===== src/rtl/exec_writeback_stage_pkg.sv =====
// exec_writeback_stage_pkg: shared processor constants.
// Opcode encodings (code_word[17:14]), OP_IF condition codes (code_word[10:8]),
// ALU function codes (code_word[3:0]) and the execute/writeback state enum.
package exec_writeback_stage_pkg;

    localparam logic [3:0] OP_ADD_IMM8         = 4'd0;
    localparam logic [3:0] OP_MOV_IMM11        = 4'd1;
    localparam logic [3:0] OP_MOV_IMM11_TOP    = 4'd2;
    localparam logic [3:0] OP_LOAD_FROM_MEMORY = 4'd3;
    localparam logic [3:0] OP_WRITE_TO_MEMORY  = 4'd4;
    localparam logic [3:0] OP_ALU              = 4'd5;
    localparam logic [3:0] OP_IF               = 4'd6;
    localparam logic [3:0] OP_CALL_IMM14       = 4'd7;
    localparam logic [3:0] OP_RETURN           = 4'd8;
    localparam logic [3:0] OP_MUL_SHIFT        = 4'd9;
    localparam logic [3:0] OP_WAIT             = 4'd10;

    localparam logic [2:0] IF_ZERO    = 3'd0;
    localparam logic [2:0] IF_NONZERO = 3'd1;
    localparam logic [2:0] IF_NEG     = 3'd2;
    localparam logic [2:0] IF_POS     = 3'd3;

    localparam logic [3:0] ALU_ADD = 4'd0;
    localparam logic [3:0] ALU_SUB = 4'd1;
    localparam logic [3:0] ALU_AND = 4'd2;
    localparam logic [3:0] ALU_OR  = 4'd3;
    localparam logic [3:0] ALU_XOR = 4'd4;
    localparam logic [3:0] ALU_NOT = 4'd5;
    localparam logic [3:0] ALU_SHL = 4'd6;
    localparam logic [3:0] ALU_SHR = 4'd7;

    typedef enum logic [1:0] {
        RUN  = 2'd0,
        MUL  = 2'd1,
        WAIT = 2'd2
    } state_e;

endpackage


===== src/rtl/alu.sv =====
// alu: combinational arithmetic/logic unit.
// Ports: a_i, b_i - operands; op_i - function code (ALU_*); y_o - result.
// Unlisted function codes pass b_i through.
module alu
    import exec_writeback_stage_pkg::*;
#(
    parameter int WIDTH = 18
) (
    input  logic [WIDTH-1:0] a_i,
    input  logic [WIDTH-1:0] b_i,
    input  logic [3:0]       op_i,
    output logic [WIDTH-1:0] y_o
);

    always_comb begin
        case (op_i)
            ALU_ADD: y_o = a_i + b_i;
            ALU_SUB: y_o = a_i - b_i;
            ALU_AND: y_o = a_i & b_i;
            ALU_OR:  y_o = a_i | b_i;
            ALU_XOR: y_o = a_i ^ b_i;
            ALU_NOT: y_o = ~a_i;
            ALU_SHL: y_o = a_i << 1;
            ALU_SHR: y_o = a_i >> 1;
            default: y_o = b_i;
        endcase
    end

endmodule


===== src/rtl/exec_writeback_stage_mulxx_pipe.sv =====
// mulxx_pipe: unsigned multiply-and-shift with a fixed latency.
// Ports: clock, reset (async active-low); start_i - accept pulse, captures
// a_i/b_i/shift_i; wb_o - the stage registers the writeback on this edge;
// done_o - last busy cycle (stage returns to RUN on this edge);
// result_o - low WORD_SIZE bits of (a*b) >> shift.
module mulxx_pipe #(
    parameter int WORD_SIZE   = 18,
    parameter int MUL_LATENCY = 3
) (
    input  logic                 clock,
    input  logic                 reset,
    input  logic                 start_i,
    input  logic [WORD_SIZE-1:0] a_i,
    input  logic [WORD_SIZE-1:0] b_i,
    input  logic [4:0]           shift_i,
    output logic                 wb_o,
    output logic                 done_o,
    output logic [WORD_SIZE-1:0] result_o
);

    localparam logic [3:0] LAT = 4'(MUL_LATENCY);

    logic [3:0]             cnt_q, cnt_d;
    logic [WORD_SIZE-1:0]   a_q, b_q, a_s, b_s;
    logic [4:0]             sh_q, sh_s;
    logic [2*WORD_SIZE-1:0] prod, shifted;

    // cnt_q holds the index (1..LAT) of the current MUL cycle, 0 when idle.
    assign done_o  = cnt_q == LAT;
    assign cnt_d   = start_i ? 4'd1 : (cnt_q == 4'd0 || done_o) ? 4'd0 : cnt_q + 4'd1;
    // The writeback flop is loaded one edge before the last MUL cycle so the
    // pulse is visible during it; with LAT==1 that is the accept edge itself.
    assign wb_o    = (LAT == 4'd1) ? start_i : (cnt_q == LAT - 4'd1);

    // Live operands are only needed when the result is due on the accept edge.
    assign a_s      = start_i ? a_i : a_q;
    assign b_s      = start_i ? b_i : b_q;
    assign sh_s     = start_i ? shift_i : sh_q;
    assign prod     = {{WORD_SIZE{1'b0}}, a_s} * {{WORD_SIZE{1'b0}}, b_s};
    assign shifted  = prod >> sh_s;
    assign result_o = shifted[WORD_SIZE-1:0];

    always_ff @(posedge clock or negedge reset) begin
        if (!reset) begin
            cnt_q <= '0;
            a_q   <= '0;
            b_q   <= '0;
            sh_q  <= '0;
        end else begin
            cnt_q <= cnt_d;
            if (start_i) begin
                a_q  <= a_i;
                b_q  <= b_i;
                sh_q <= shift_i;
            end
        end
    end

endmodule


===== src/rtl/exec_writeback_stage.sv =====
// exec_writeback_stage: executes one instruction per accept and produces
// registered register-file writeback and fetch-redirect pulses.
// Ports: clock, reset (async active-low); in_valid/in_ready - instruction
// handshake; alu_data0/alu_data1/data1_plus_imm8/memory_out - operands;
// code_word - instruction (fields in [17:0]); ip/ip_plus_one - addresses;
// wake - ends OP_WAIT; reg_write_* - writeback pulse; jump_* - redirect
// pulse; busy - stage is in MUL or WAIT.
module exec_writeback_stage
    import exec_writeback_stage_pkg::*;
#(
    parameter int ADDR_SIZE   = 18,
    parameter int WORD_SIZE   = 18,
    parameter int MUL_LATENCY = 3
) (
    input  logic                 clock,
    input  logic                 reset,
    input  logic                 in_valid,
    output logic                 in_ready,
    input  logic [WORD_SIZE-1:0] alu_data0,
    input  logic [WORD_SIZE-1:0] alu_data1,
    input  logic [WORD_SIZE-1:0] data1_plus_imm8,
    input  logic [WORD_SIZE-1:0] memory_out,
    input  logic [WORD_SIZE-1:0] code_word,
    input  logic [ADDR_SIZE-1:0] ip,
    input  logic [ADDR_SIZE-1:0] ip_plus_one,
    input  logic                 wake,
    output logic                 reg_write_enable,
    output logic [2:0]           reg_write_addr,
    output logic [WORD_SIZE-1:0] reg_write_data,
    output logic                 jump_valid,
    output logic [ADDR_SIZE-1:0] jump_addr,
    output logic                 busy
);

    state_e               state_q, state_d;
    logic                 we_q, we_d, jv_q, jv_d;
    logic [2:0]           wa_q, wa_d, mul_rx_q;
    logic [WORD_SIZE-1:0] wd_q, wd_d, alu_y, mul_res;
    logic [ADDR_SIZE-1:0] ja_q, ja_d, if_target;
    logic [17:0]          cw;
    logic [3:0]           op;
    logic [2:0]           rx;
    logic                 accept, cond_true, mul_start, mul_wb, mul_done;

    assign cw        = code_word[17:0];
    assign op        = cw[17:14];
    assign rx        = cw[13:11];
    assign in_ready  = state_q == RUN;
    assign busy      = state_q != RUN;
    assign accept    = in_valid && in_ready;
    assign mul_start = accept && op == OP_MUL_SHIFT;
    assign if_target = ip + {{(ADDR_SIZE-8){cw[7]}}, cw[7:0]};
    assign cond_true = (cw[10:8] == IF_ZERO)    ? (alu_data0 == '0) :
                       (cw[10:8] == IF_NONZERO) ? (alu_data0 != '0) :
                       (cw[10:8] == IF_NEG)     ?  alu_data0[WORD_SIZE-1] :
                       (cw[10:8] == IF_POS)     ? !alu_data0[WORD_SIZE-1] : 1'b0;

    alu #(.WIDTH(WORD_SIZE)) u_alu (
        .a_i  (alu_data0),
        .b_i  (alu_data1),
        .op_i (cw[3:0]),
        .y_o  (alu_y)
    );

    mulxx_pipe #(.WORD_SIZE(WORD_SIZE), .MUL_LATENCY(MUL_LATENCY)) u_mul (
        .clock    (clock),
        .reset    (reset),
        .start_i  (mul_start),
        .a_i      (alu_data0),
        .b_i      (alu_data1),
        .shift_i  (cw[4:0]),
        .wb_o     (mul_wb),
        .done_o   (mul_done),
        .result_o (mul_res)
    );

    always_comb begin
        state_d = state_q;
        we_d    = 1'b0;
        wa_d    = '0;
        wd_d    = '0;
        jv_d    = 1'b0;
        ja_d    = '0;
        case (state_q)
            MUL:     state_d = mul_done ? RUN : MUL;
            WAIT:    state_d = wake ? RUN : WAIT;
            default: state_d = !accept ? RUN : (op == OP_MUL_SHIFT) ? MUL : (op == OP_WAIT) ? WAIT : RUN;
        endcase
        if (accept) begin
            case (op)
                OP_ADD_IMM8: begin
                    we_d = 1'b1;
                    wa_d = rx;
                    wd_d = data1_plus_imm8;
                end
                OP_MOV_IMM11: begin
                    we_d = 1'b1;
                    wa_d = rx;
                    wd_d = {{(WORD_SIZE-11){cw[10]}}, cw[10:0]};
                end
                OP_MOV_IMM11_TOP: begin
                    we_d = 1'b1;
                    wa_d = rx;
                    wd_d = WORD_SIZE'({cw[10:0], 7'b0});
                end
                OP_LOAD_FROM_MEMORY: begin
                    we_d = 1'b1;
                    wa_d = rx;
                    wd_d = memory_out;
                end
                OP_ALU: begin
                    we_d = 1'b1;
                    wa_d = rx;
                    wd_d = alu_y;
                end
                OP_IF: begin
                    jv_d = cond_true;
                    ja_d = cond_true ? if_target : '0;
                end
                OP_CALL_IMM14: begin
                    jv_d = 1'b1;
                    ja_d = ADDR_SIZE'(cw[13:0]);
                    we_d = 1'b1;
                    wa_d = 3'd7;
                    wd_d = WORD_SIZE'(ip_plus_one);
                end
                OP_RETURN: begin
                    jv_d = 1'b1;
                    ja_d = memory_out[ADDR_SIZE-1:0];
                end
                default: ;
            endcase
        end
        // Never overlaps another write: with latency 1 the accepted op is the MUL itself.
        if (mul_wb) begin
            we_d = 1'b1;
            wa_d = mul_start ? rx : mul_rx_q;
            wd_d = mul_res;
        end
    end

    always_ff @(posedge clock or negedge reset) begin
        if (!reset) begin
            state_q  <= RUN;
            we_q     <= 1'b0;
            wa_q     <= '0;
            wd_q     <= '0;
            jv_q     <= 1'b0;
            ja_q     <= '0;
            mul_rx_q <= '0;
        end else begin
            state_q <= state_d;
            we_q    <= we_d;
            wa_q    <= wa_d;
            wd_q    <= wd_d;
            jv_q    <= jv_d;
            ja_q    <= ja_d;
            if (mul_start) mul_rx_q <= rx;
        end
    end

    assign reg_write_enable = we_q;
    assign reg_write_addr   = wa_q;
    assign reg_write_data   = wd_q;
    assign jump_valid       = jv_q;
    assign jump_addr        = ja_q;

endmodule


===== config.mk =====
export PLATFORM = sky130hd
export DESIGN_NAME = exec_writeback_stage
export DESIGN_NICKNAME = d
export VERILOG_FILES = /design/src/rtl/exec_writeback_stage_pkg.sv /design/src/rtl/alu.sv /design/src/rtl/exec_writeback_stage_mulxx_pipe.sv /design/src/rtl/exec_writeback_stage.sv
export SDC_FILE = /design/constraint.sdc
export NUM_CORES = 1
export LEC_CHECK = 0
export BUFFER_PORTS_ARGS = -buffer_cell sky130_fd_sc_hd__buf_2
export CORE_ASPECT_RATIO = 1.75
export CORE_MARGIN = 3
export CORE_UTILIZATION = 55
export CTS_CLUSTER_DIAMETER = 50
export DETAILED_ROUTE_END_ITERATION = 6
export PLACE_DENSITY = 0.73
export SLEW_MARGIN = 5
export SYNTH_ARGS = -nofsm -noshare
export SYNTH_HDL_FRONTEND = slang
export SYNTH_SLANG_ARGS = --single-unit

===== constraint.sdc =====
create_clock -name clock -period 21.1 [get_ports clock]
set_clock_uncertainty 0.1 [all_clocks]
set_input_delay 4.22 -clock clock [delete_from_list [all_inputs] [get_ports clock]]
set_output_delay 4.22 -clock clock [all_outputs]
set_load 0.01 [all_outputs]

; Yosys cells after proc, flatten, opt, wreduce, memory -nomap -nowiden
; Index checks and enable logic that the tools add are counted.
[word_totals]
register_bits = 91
latchBits = 0
ram_bits = 0
rom_bits = 0
inputBits = 130
out_inout_bits = 43
elab_cells = 90
memories = 0
[op_classes]
addsub = 4
mul = 1
div_mod_pow = 0
order_cmp = 0
eq_ne = 23
n_shift = 1
n_mux = 31
bitwise_logic = 4
n_reduce_logical = 15
[op_table]
columns = cell, n
row1 = $pmux 18 s8, 1
row2 = $mux 18, 6
row3 = $pmux 18 s6, 1
row4 = $pmux 18 s3, 1
row5 = $add 18x18->18, 2
row6 = $mul 18x18->36, 1
row7 = $shr 36x5->18, 1
row8 = $eq 4x3->1 const B, 7
row9 = $eq 4x2->1 const B, 6
row10 = $and 18x18->18, 1
row11 = $logic_not 18->1, 1
row12 = $not 18->18, 1
row13 = $or 18x18->18, 1
row14 = $reduce_bool 18->1, 1
row15 = $sub 18x18->18, 1
row16 = $xor 18x18->18, 1
row17 = $eq 4x4->1 const B, 3
row18 = $logic_not 4->1, 3
row19 = $mux 1, 9
row20 = $mux 3, 3
row21 = $eq 4x1->1 const B, 2
row22 = $mux 2, 4
row23 = $mux 4, 2
row24 = $eq 3x2->1 const B, 2
row25 = 17 further kinds, 18

; Logic depth before layout (Yosys ltp)
; Gate-level depths: netlist (run 1).
[logic_depth]
depth_word = 8
depth_mapped = 35
ltp_nobuf = 30

; Hierarchy
; From an unflattened synthesis (run 1), not the netlist that was laid out.
[hier_totals]
hier_cells = 2427
hier_area_um2 = 20035.5
[by_module_without_submodules]
columns = mod, n_inst, cells_each, area_per_inst_um2, seq_area_each_um2
row1 = mulxx_pipe, 1, 1671, 13979.7, 1126.1
row2 = exec_writeback_stage, 1, 367, 3374.5, 1151.1
row3 = alu, 1, 389, 2681.3, 0.0

; Least setup slack after synthesis (run 1)
; No wires, ideal clock.
[synth_timing]
path_type = input to register
startpoint = input port code_word[15]
endpoint = register wd_q[14], in the netlist reg_write_data[14]
setup_time_ns = 0.139
t_arrival_ns = 11.987
t_required_ns = 20.861
path_slack_ns = 8.875
stages = 31
n_path_buf = 5
cell_sequence = buf_2 > and4bb_1 > nand2_1 > clkbuf_1 > buf_1 > nor2_1 > a21oi_1 > inv_1 > clkbuf_1 > nand2_1 > fa_1 > fa_1 > inv_1 > fa_1 > fa_1 > fa_1 > inv_1 > fa_1 > inv_1 > ha_1 > clkbuf_1 > nand2_1 > a211o_1 > a21o_1 > a21o_1 > a211oi_1 > mux2i_1 > and3_1 > a31o_2 > o21a_1 > or4_1
[synth_between]
elab_chain_cells = 6
word_cells_on_any_way = 16
classes_between = mul: 1 / eq/ne: 6 / shift: 1 / mux: 6 / reduce/logical: 2
[synth_lines]
columns = element, line
row1 = "start, declared", exec_writeback_stage.sv:23  ; input logic [WORD_SIZE-1:0] code_word,
row2 = $eq 4x4->1, exec_writeback_stage.sv:51  ; assign mul_start = accept && op == OP_MUL_SHIFT;
row3 = $logic_and 1x1->1, exec_writeback_stage.sv:51
row4 = $mux 18, exec_writeback_stage_mulxx_pipe.sv:36  ; assign a_s = start_i ? a_i : a_q;
row5 = via u_mul.a_s[11], exec_writeback_stage_mulxx_pipe.sv:24  ; logic [WORD_SIZE-1:0] a_q, b_q, a_s, b_s;
row6 = $mul 18x18->36, exec_writeback_stage_mulxx_pipe.sv:39  ; assign prod = {{WORD_SIZE{1'b0}}, a_s} * {{WORD_SIZE{1'b0}}, b_s};
row7 = $shr 36x5->18, exec_writeback_stage_mulxx_pipe.sv:40  ; assign shifted = prod >> sh_s;
row8 = $mux 18, exec_writeback_stage.sv:135  ; if (mul_wb) begin
row9 = via wd_d[14], exec_writeback_stage.sv:38  ; logic [WORD_SIZE-1:0] wd_q, wd_d, alu_y, mul_res;
row10 = "end signal, assigned", exec_writeback_stage.sv:155  ; wd_q <= wd_d;
row11 = "end, declared", exec_writeback_stage.sv:38
; The timed path passes the listed nets, and every way through them passes these cells.

; Final worst setup path (run 1)
[layout_timing]
startpoint = input port code_word[15]
endpoint = register wd_q[14], in the netlist reg_write_data[14]
[layout_between]
elab_chain_cells = 6
word_cells_on_any_way = 16
classes_between = mul: 1 / eq/ne: 6 / shift: 1 / mux: 6 / reduce/logical: 2
[layout_lines]
columns = element, line
row1 = $eq 4x4->1, exec_writeback_stage.sv:51
row2 = $logic_and 1x1->1, exec_writeback_stage.sv:51
row3 = $mux 18, -
row4 = via u_mul.b_s[4], exec_writeback_stage_mulxx_pipe.sv:24
row5 = $mul 18x18->36, exec_writeback_stage_mulxx_pipe.sv:39
row6 = $shr 36x5->18, exec_writeback_stage_mulxx_pipe.sv:40
row7 = $mux 18, exec_writeback_stage.sv:135
row8 = via wd_d[14], exec_writeback_stage.sv:38
; The timed path passes the listed nets, and every way through them passes these cells.

==> results of run 1 <==
-- area by class of cell --
class,instances,area share (%)
antenna,6,0.06934
clock inverter,7,0.3698
timing repair buffer,210,5.305
tap,465,2.687
multi-input combinational,1916,73.98
sequential,91,10.52
inverter,348,6.033
clock buffer,9,1.040
-- layout by cell type, fill, tap and decap left out, types with 13 or more instances in the layout --
cell type                  count
sky130_fd_sc_hd__a222oi_1     28
sky130_fd_sc_hd__buf_4        39
sky130_fd_sc_hd__o21ai_0      97
sky130_fd_sc_hd__a221oi_1     16
sky130_fd_sc_hd__dfrtp_1      91
sky130_fd_sc_hd__clkinv_1     13
sky130_fd_sc_hd__inv_1       334
sky130_fd_sc_hd__nor3_1       36
sky130_fd_sc_hd__a22oi_1      29
sky130_fd_sc_hd__mux2i_1      31
sky130_fd_sc_hd__nor2_1      328
sky130_fd_sc_hd__a21o_1       22
sky130_fd_sc_hd__ha_1        187
sky130_fd_sc_hd__o221ai_1     13
sky130_fd_sc_hd__nand3_1      39
sky130_fd_sc_hd__fa_1        258
sky130_fd_sc_hd__and2_1       19
sky130_fd_sc_hd__a31oi_1      17
sky130_fd_sc_hd__a211oi_1     17
sky130_fd_sc_hd__nand2_1     278
sky130_fd_sc_hd__a21oi_1     135
sky130_fd_sc_hd__xnor2_1      45
sky130_fd_sc_hd__o211ai_1     22
sky130_fd_sc_hd__and3_1       18
sky130_fd_sc_hd__buf_2       171
sky130_fd_sc_hd__xor2_1       21
-- worst max-delay path by stage --
| stage | startpoint | endpoint | slack (ns) | depth (start not counted) |
|---|---|---|---|---|
| 2_1_floorplan | code_word[15] | reg_write_data[14]$_DFF_PN0_ | 8.87 | 31 |
| 3_3_place_gp | code_word[15] | reg_write_data[9]$_DFF_PN0_ | 6.89 | 26 |
| 3_5_place_dp | code_word[15] | reg_write_data[9]$_DFF_PN0_ | 6.78 | 26 |
| 4_1_cts | code_word[15] | reg_write_data[9]$_DFF_PN0_ | 7.15 | 26 |
| 5_1_grt | code_word[15] | reg_write_data[0]$_DFF_PN0_ | 6.49 | 26 |
| 6_report | code_word[15] | reg_write_data[14]$_DFF_PN0_ | 6.90 | 28 |
-- sequential cells by signal, indices dropped and copies added (netlist names) --
name,cells
jump_valid,1
state_q,2
u_mul.sh_q,5
u_mul.cnt_q,4
u_mul.a_q,18
jump_addr,18
mul_rx_q,3
reg_write_enable,1
u_mul.b_q,18
reg_write_addr,3
reg_write_data,18
-- stage by stage --
| step | util, % | std cells | worst slack, ns | hold WS, ns |
|---|---|---|---|---|
| floorplan | - | 2478 | 8.875 | 0.3680 |
| global placement | 59.86 | 3030 | 6.892 | 0.3885 |
| detailed placement | 59.86 | 3030 | 6.784 | 0.3905 |
| CTS | 60.71 | 3046 | 7.155 | 0.4079 |
| global route | 60.73 | 3048 | 6.491 | 0.4146 |
| finish | 60.76 | 3052 | 6.896 | 0.4054 |
-- metal layers --
layer / routed length (um) / GRT usage, % / vias up
li1: - / - / 8612
met1: 24580 / 40.06 / 9567
met2: 38300 / 70.33 / 1164
met3: 6435 / 9.745 / 436
met4: 8600 / 35.01 / 0
met5: 0 / 0 / -
-- cell families after synthesis --
logic type / Yosys count
and+or+nand+nor: 798
AOI/OAI and AO/OA: 557
buffers and inverters: 471
adders and majority gates: 445
DFF: 91
xor gates and xnor gates: 67
muxes: 49
==> out/summary.json, run 1 <==
{
  "setup-violations-final": 0,
  "fp-row-count": 91,
  "htree_num_levels": 3,
  "cp_top_family": "adder cells",
  "synth_xor_xnor_area_share_pct": 2.967,
  "portBuffers": 172,
  "synth_cell_type_count": 86,
  "clk_root_buffer_cell": "sky130_fd_sc_hd__clkbuf_16",
  "hold_path_stages": 1,
  "ys_top_cells_by_count": "334 x sky130_fd_sc_hd__inv_1, 328 x sky130_fd_sc_hd__nor2_1, 279 x sky130_fd_sc_hd__nand2_1, 258 x sky130_fd_sc_hd__fa_1, 187 x sky130_fd_sc_hd__ha_1",
  "share_of_synthesized_area_spent_on_multiplexers_pct": 2.967,
  "syn_to_final_growth_pct": 8.109,
  "async_sr_flop_fraction_pct": 100.0,
  "ff2ff_path_depth": 29,
  "cell_count_after_synthesis": 2478,
  "vias": 19780,
  "leading_area_contributor_after_synthesis": "sky130_fd_sc_hd__fa_1",
  "vias_per_inst": 6.481,
  "capture_endpoint_of_the_worst_hold_path": "mul_rx_q[1]$_DFF_PN0_",
  "run_status": "finished with violations",
  "ys_warn_count": 0,
  "min_path_type": "reg -> reg",
  "die_w_um": 150.3,
  "worst-path-buf-inv": 6,
  "cts.sinks": 91,
  "reg2reg_to": "reg_write_data[14]$_DFF_PN0_",
  "ctsLongestPathBuffers": 2,
  "critical_path_peak_fanout": 82,
  "critical-path-max-stage-delay_ns": 1.08,
  "synth_flop_cell": "sky130_fd_sc_hd__dfrtp_1",
  "cts_setup_buffers": 0,
  "grt_start_max_net_pins": 83,
  "number_of_enable_flip_flop_cells_after_synthesis": 0,
  "area_of_the_mapped_netlist_um2": 20030,
  "critical_path_capture_point_type": "register",
  "number_of_nets_produced_by_synthesis": 3053,
  "routability_congestion_estimate_from_global_placement": 1.034,
  "seq_area_frac_synth_pct": 11.37,
  "clock_latency_ns": 0.40,
  "post_cts.resized_instances": 0,
  "final.period_utilization_pct": 67.32,
  "syn_area_cell_um2": 8.082,
  "drive_above_1_share_pct": 10.85,
  "drt_pass1_iterations": 7,
  "yosysTopAreaCellShare_pct": 25.79,
  "worstPathRequired_ns": 21.27,
  "arrival_ns": 14.38,
  "yosys_register_bits": 91,
  "report.final.slew_viol_count": 0,
  "drt_iter0_markers": 1763,
  "globalRouteTotalUtil_pct": 40.72,
  "clk_pin_slew_worst_paths_ns": 0.09,
  "setup_repair_after_global_routing_missed_its_margin": "false",
  "cts_tree": "yes",
  "critPathKind": "in -> reg",
  "max_cap_violations": 0,
  "synth-simple-area-share_pct": 17.11,
  "hold_buf_count_cts": 0,
  "timing_hold_violations_final": 0,
  "critical_path.startpoint_type": "input port",
  "tritoncts.num_buffers": 9,
  "max_slew_margin_pct": 7.548,
  "reg_to_reg_critical_path_startpoint": "state_q[0]$_DFF_PN0_",
  "grt_pass1_vias": 20760,
  "synth_most_common_cell": "sky130_fd_sc_hd__inv_1",
  "dp_hpwl_um": 62280,
  "layout.filler_cells": 3303,
  "timing.critical_path.slowest_stage_cell": "sky130_fd_sc_hd__a21oi_1",
  "routed_wl_um": 77910,
  "detailed_place.area_um2": 21330,
  "ioPinCount": 173,
  "max_freq_mhz": 70.40,
  "synth_adder_area_share_pct": 37.47,
  "timing.setup.tns_ns": 0,
  "tightest_slew_ns": 1.387,
  "layout.cell_area.non_filler_um2": 21650,
  "antenna_left": 0,
  "r2r_slack_ns": 10.56,
  "design.final.nets": 3151,
  "starting_density_of_the_core_pct": 56.20,
  "failed_checks": "DRC",
  "post_drt_wl_per_cell_um": 25.53,
  "globalRouteOverflowTotal": 0,
  "multi_input_area_um2": 16020,
  "seqCellArea_um2": 2277,
  "floorplan.die.height_um": 258.4,
  "synth_top_cells_by_area": "sky130_fd_sc_hd__fa_1 26%, sky130_fd_sc_hd__ha_1 12%, sky130_fd_sc_hd__dfrtp_1 11%",
  "drt_drc_violations_left": 2,
  "post-route-min-period_ns": 14.20,
  "synth-compound-area-share_pct": 19.22,
  "main_combinational_cell_family_by_area_after_synthesis": "adder cells",
  "path_common_cell": "sky130_fd_sc_hd__fa_1",
  "initial_antenna_violation_count": 8,
  "worst_hold_startpoint": "mul_rx_q[1]$_DFF_PN0_",
  "die-area_um2": 38830,
  "grt_pass1_wl_um": 118700,
  "core_um2": 35640
}
Power of run 1 is not shown: default switching activity piles up to over one toggle a cycle in this logic, so the estimate is an artifact.
==> run 2: changes to the inputs <==
- PLACE_DENSITY: 0.73 -> 0.76
- clock period: 21.1 -> 12.1 ns (I/O delays scaled with it)
==> run 2 against run 1 <==
Compared with the run above: the run still ends with DRC left; register-to-register slack worse by 8.5 ns; clock-buffer cell count is the same; final cell count up 0.75%; worst hold slack got worse by 0.0085 ns; first-iteration DRC count shrank 6.6%; critical path type unchanged; highest routed layer unchanged.
==> out/summary.json, run 2 (synthesized netlist as in run 1, its figures left out) <==
{
  "post_drt_wl_per_cell": {"value": 25.85, "unit": "um", "change": "+1.2%"},
  "dp_hpwl": {"value": 63270, "unit": "um", "change": "+1.6%"},
  "clock_latency": {"value": 0.39, "unit": "ns", "change": "about the same"},
  "cts_tree": "yes",
  "dp.cells": {"value": 3055, "change": "+0.83%"},
  "grt_pass1_wl": {"value": 121900, "unit": "um", "change": "+2.7%"},
  "critPathKind": "in -> reg",
  "max_slew_margin": {"value": 6.290, "unit": "%", "change": "-1.3 points"},
  "worst_hold_startpoint": "mul_rx_q[1]$_DFF_PN0_",
  "setup_repair_after_global_routing_missed_its_margin": "false",
  "reg2reg_to": "reg_write_data[10]$_DFF_PN0_",
  "antenna_left": {"value": 0, "change": "unchanged"},
  "worstPathRequired": {"value": 12.30, "unit": "ns", "change": "-8.97 ns"},
  "commonest_non_fill_non_tap_cells_in_the_layout": "334 x sky130_fd_sc_hd__inv_1, 328 x sky130_fd_sc_hd__nor2_1, 278 x sky130_fd_sc_hd__nand2_1, 258 x sky130_fd_sc_hd__fa_1, 187 x sky130_fd_sc_hd__ha_1",
  "report.final.slew_viol_count": {"value": 0, "change": "unchanged"},
  "min_path_type": "reg -> reg",
  "failed_checks": "DRC",
  "drt_iter0_markers": {"value": 1646, "change": "-6.6%"},
  "max_freq_mhz": 86.25,
  "setup_ws": {"value": 0.5062, "unit": "ns", "change": "-6.390 ns"},
  "r2r_slack": {"value": 2.08, "unit": "ns", "change": "-8.48 ns"},
  "syn_to_final_growth_pct": 9.115,
  "core": {"value": 35640, "unit": "um^2", "change": "unchanged"},
  "arrival": {"value": 11.79, "unit": "ns", "change": "-2.59 ns"},
  "drt_drc_violations_left": {"value": 20, "change": "+18"},
  "critical_path.startpoint_type": "input port",
  "reg_to_reg_critical_path_startpoint": "state_q[0]$_DFF_PN0_",
  "die_w": {"value": 150.3, "unit": "um", "change": "unchanged"},
  "htree_num_levels": {"value": 3, "change": "unchanged"},
  "drt_pass1_iterations": {"value": 7, "change": "unchanged"},
  "setup-violations-final": {"value": 0, "change": "unchanged"},
  "portBuffers": {"value": 172, "change": "unchanged"},
  "hold_path_stages": {"value": 1, "change": "unchanged"},
  "stdcell_count": {"value": 3075, "change": "+0.75%"},
  "capture_endpoint_of_the_worst_hold_path": "mul_rx_q[1]$_DFF_PN0_",
  "hold_buf_count_cts": {"value": 0, "change": "unchanged"},
  "tightest_slew": {"value": 1.406, "unit": "ns", "change": "+0.01887 ns"},
  "globalRouteOverflowTotal": {"value": 0, "change": "unchanged"},
  "critical_path_capture_point_type": "register",
  "mostFrequentLayoutCell": "sky130_fd_sc_hd__inv_1",
  "cts_setup_buffers": {"value": 0, "change": "unchanged"},
  "ctsLongestPathBuffers": {"value": 2, "change": "unchanged"},
  "vias": {"value": 19840, "change": "+0.33%"},
  "routability_congestion_estimate_from_global_placement": {"value": 1.063, "change": "+2.8%"},
  "timing.setup.tns": {"value": 0, "unit": "ns", "change": "unchanged"},
  "clk_root_buffer_cell": "sky130_fd_sc_hd__clkbuf_16",
  "ioPinCount": {"value": 173, "change": "unchanged"},
  "drive_above_1_share": {"value": 11.63, "unit": "%", "change": "+0.78 points"},
  "post_cts.resized_instances": {"value": 0, "change": "unchanged"},
  "tritoncts.num_buffers": {"value": 9, "change": "unchanged"},
  "starting_density_of_the_core": {"value": 56.20, "unit": "%", "change": "unchanged"},
  "ff2ff_path_depth": {"value": 27, "change": "-6.9%"},
  "grt_pass1_vias": {"value": 20860, "change": "+0.47%"},
  "worst_slack_at_placement": {"value": 0.3388, "unit": "ns", "change": "-6.445 ns"},
  "critical_path_peak_fanout": {"value": 33, "change": "-60%"},
  "fp-row-count": {"value": 91, "change": "unchanged"},
  "design.final.nets": {"value": 3176, "change": "+0.79%"},
  "grt_start_max_net_pins": {"value": 50, "change": "-40%"},
  "globalRouteTotalUtil": {"value": 41.89, "unit": "%", "change": "+1.2 points"},
  "clk_pin_slew_worst_paths": {"value": 0.07, "unit": "ns", "change": "-0.02 ns"},
  "die-area": {"value": 38830, "unit": "um^2", "change": "unchanged"},
  "max_cap_violations": {"value": 0, "change": "unchanged"},
  "run_status": "finished with violations",
  "cts.sinks": {"value": 91, "change": "unchanged"},
  "initial_antenna_violation_count": {"value": 5, "change": "-3"},
  "post-route-min-period_ns": 11.59,
  "layout.filler_cells": {"value": 3278, "change": "-0.76%"},
  "timing_hold_violations_final": {"value": 0, "change": "unchanged"},
  "vias_per_inst": {"value": 6.453, "change": "-0.42%"},
  "final.period_utilization_pct": 95.82,
  "routed_wl": {"value": 79480, "unit": "um", "change": "+2.0%"},
  "floorplan.die.height": {"value": 258.4, "unit": "um", "change": "unchanged"}
}
-- run 2: layout make-up --
type	instances	area (um^2)	area share, %
flip-flops and latches	91	2277	10.42
inverters	348	1306	5.977
clock inverters	7	100.1	0.4580
well taps	465	581.8	2.662
repair buffers	235	1336	6.115
clock buffers	9	225.2	1.031
multi-input cells	1916	16020	73.29
diodes	4	10.01	0.04580
-- run 2: per-stage QoR --
| stage | cell area (um^2) | hold WS, ns | util, % |
|---|---|---|---|
| 2_1_floorplan | 20030 | 0.3680 | - |
| 3_3_place_gp | 21520 | 0.3793 | 60.38 |
| 3_5_place_dp | 21520 | 0.3857 | 60.38 |
| 4_1_cts | 21840 | 0.4017 | 61.29 |
| 5_1_grt | 21850 | 0.4173 | 61.30 |
| 6_report | 21850 | 0.3969 | 61.32 |
-- run 2: metal layers --
layer / GRT usage (%) / wire length (um) / vias up
li1: - / - / 8638
met1: 41.36 / 24800 / 9548
met2: 69.07 / 37890 / 1207
met4: 39.31 / 9519 / 0
met3: 12.14 / 7266 / 451
met5: 0 / 0 / -
-- run 2: worst max-delay path, stage by stage --
cell,delay [ns]
sky130_fd_sc_hd__buf_2,0.18
sky130_fd_sc_hd__and4bb_1,0.38
sky130_fd_sc_hd__nand2_2,0.47
sky130_fd_sc_hd__a21oi_1,0.99
sky130_fd_sc_hd__inv_1,0.61
sky130_fd_sc_hd__nand2_1,0.22
sky130_fd_sc_hd__fa_1,0.46
sky130_fd_sc_hd__fa_1,0.58
sky130_fd_sc_hd__inv_1,0.07
sky130_fd_sc_hd__fa_1,0.51
sky130_fd_sc_hd__fa_1,0.49
sky130_fd_sc_hd__fa_1,0.52
sky130_fd_sc_hd__inv_1,0.05
sky130_fd_sc_hd__fa_1,0.47
sky130_fd_sc_hd__inv_1,0.04
sky130_fd_sc_hd__ha_1,0.48
sky130_fd_sc_hd__nand4_1,0.20
sky130_fd_sc_hd__a211o_1,0.27
sky130_fd_sc_hd__a21o_1,0.21
sky130_fd_sc_hd__a21o_1,0.23
sky130_fd_sc_hd__a221oi_1,0.50
sky130_fd_sc_hd__nor3b_1,0.22
sky130_fd_sc_hd__o21a_1,0.22
sky130_fd_sc_hd__a2111oi_0,0.75
sky130_fd_sc_hd__a21oi_1,0.08
sky130_fd_sc_hd__o211ai_1,0.13
-- run 2: worst max-delay path by stage --
| stage | start | endpoint | depth (start not counted) |
|---|---|---|---|
| 3_5_place_dp | code_word[16] | reg_write_data[14]$_DFF_PN0_ | 26 |
| 3_3_place_gp | code_word[16] | reg_write_data[10]$_DFF_PN0_ | 26 |
| 4_1_cts | code_word[16] | reg_write_data[14]$_DFF_PN0_ | 26 |
| 6_report | code_word[16] | reg_write_data[10]$_DFF_PN0_ | 26 |
| 2_1_floorplan | code_word[15] | reg_write_data[14]$_DFF_PN0_ | 31 |
| 5_1_grt | code_word[16] | reg_write_data[14]$_DFF_PN0_ | 27 |
Power of run 2 is left out for the same reason.
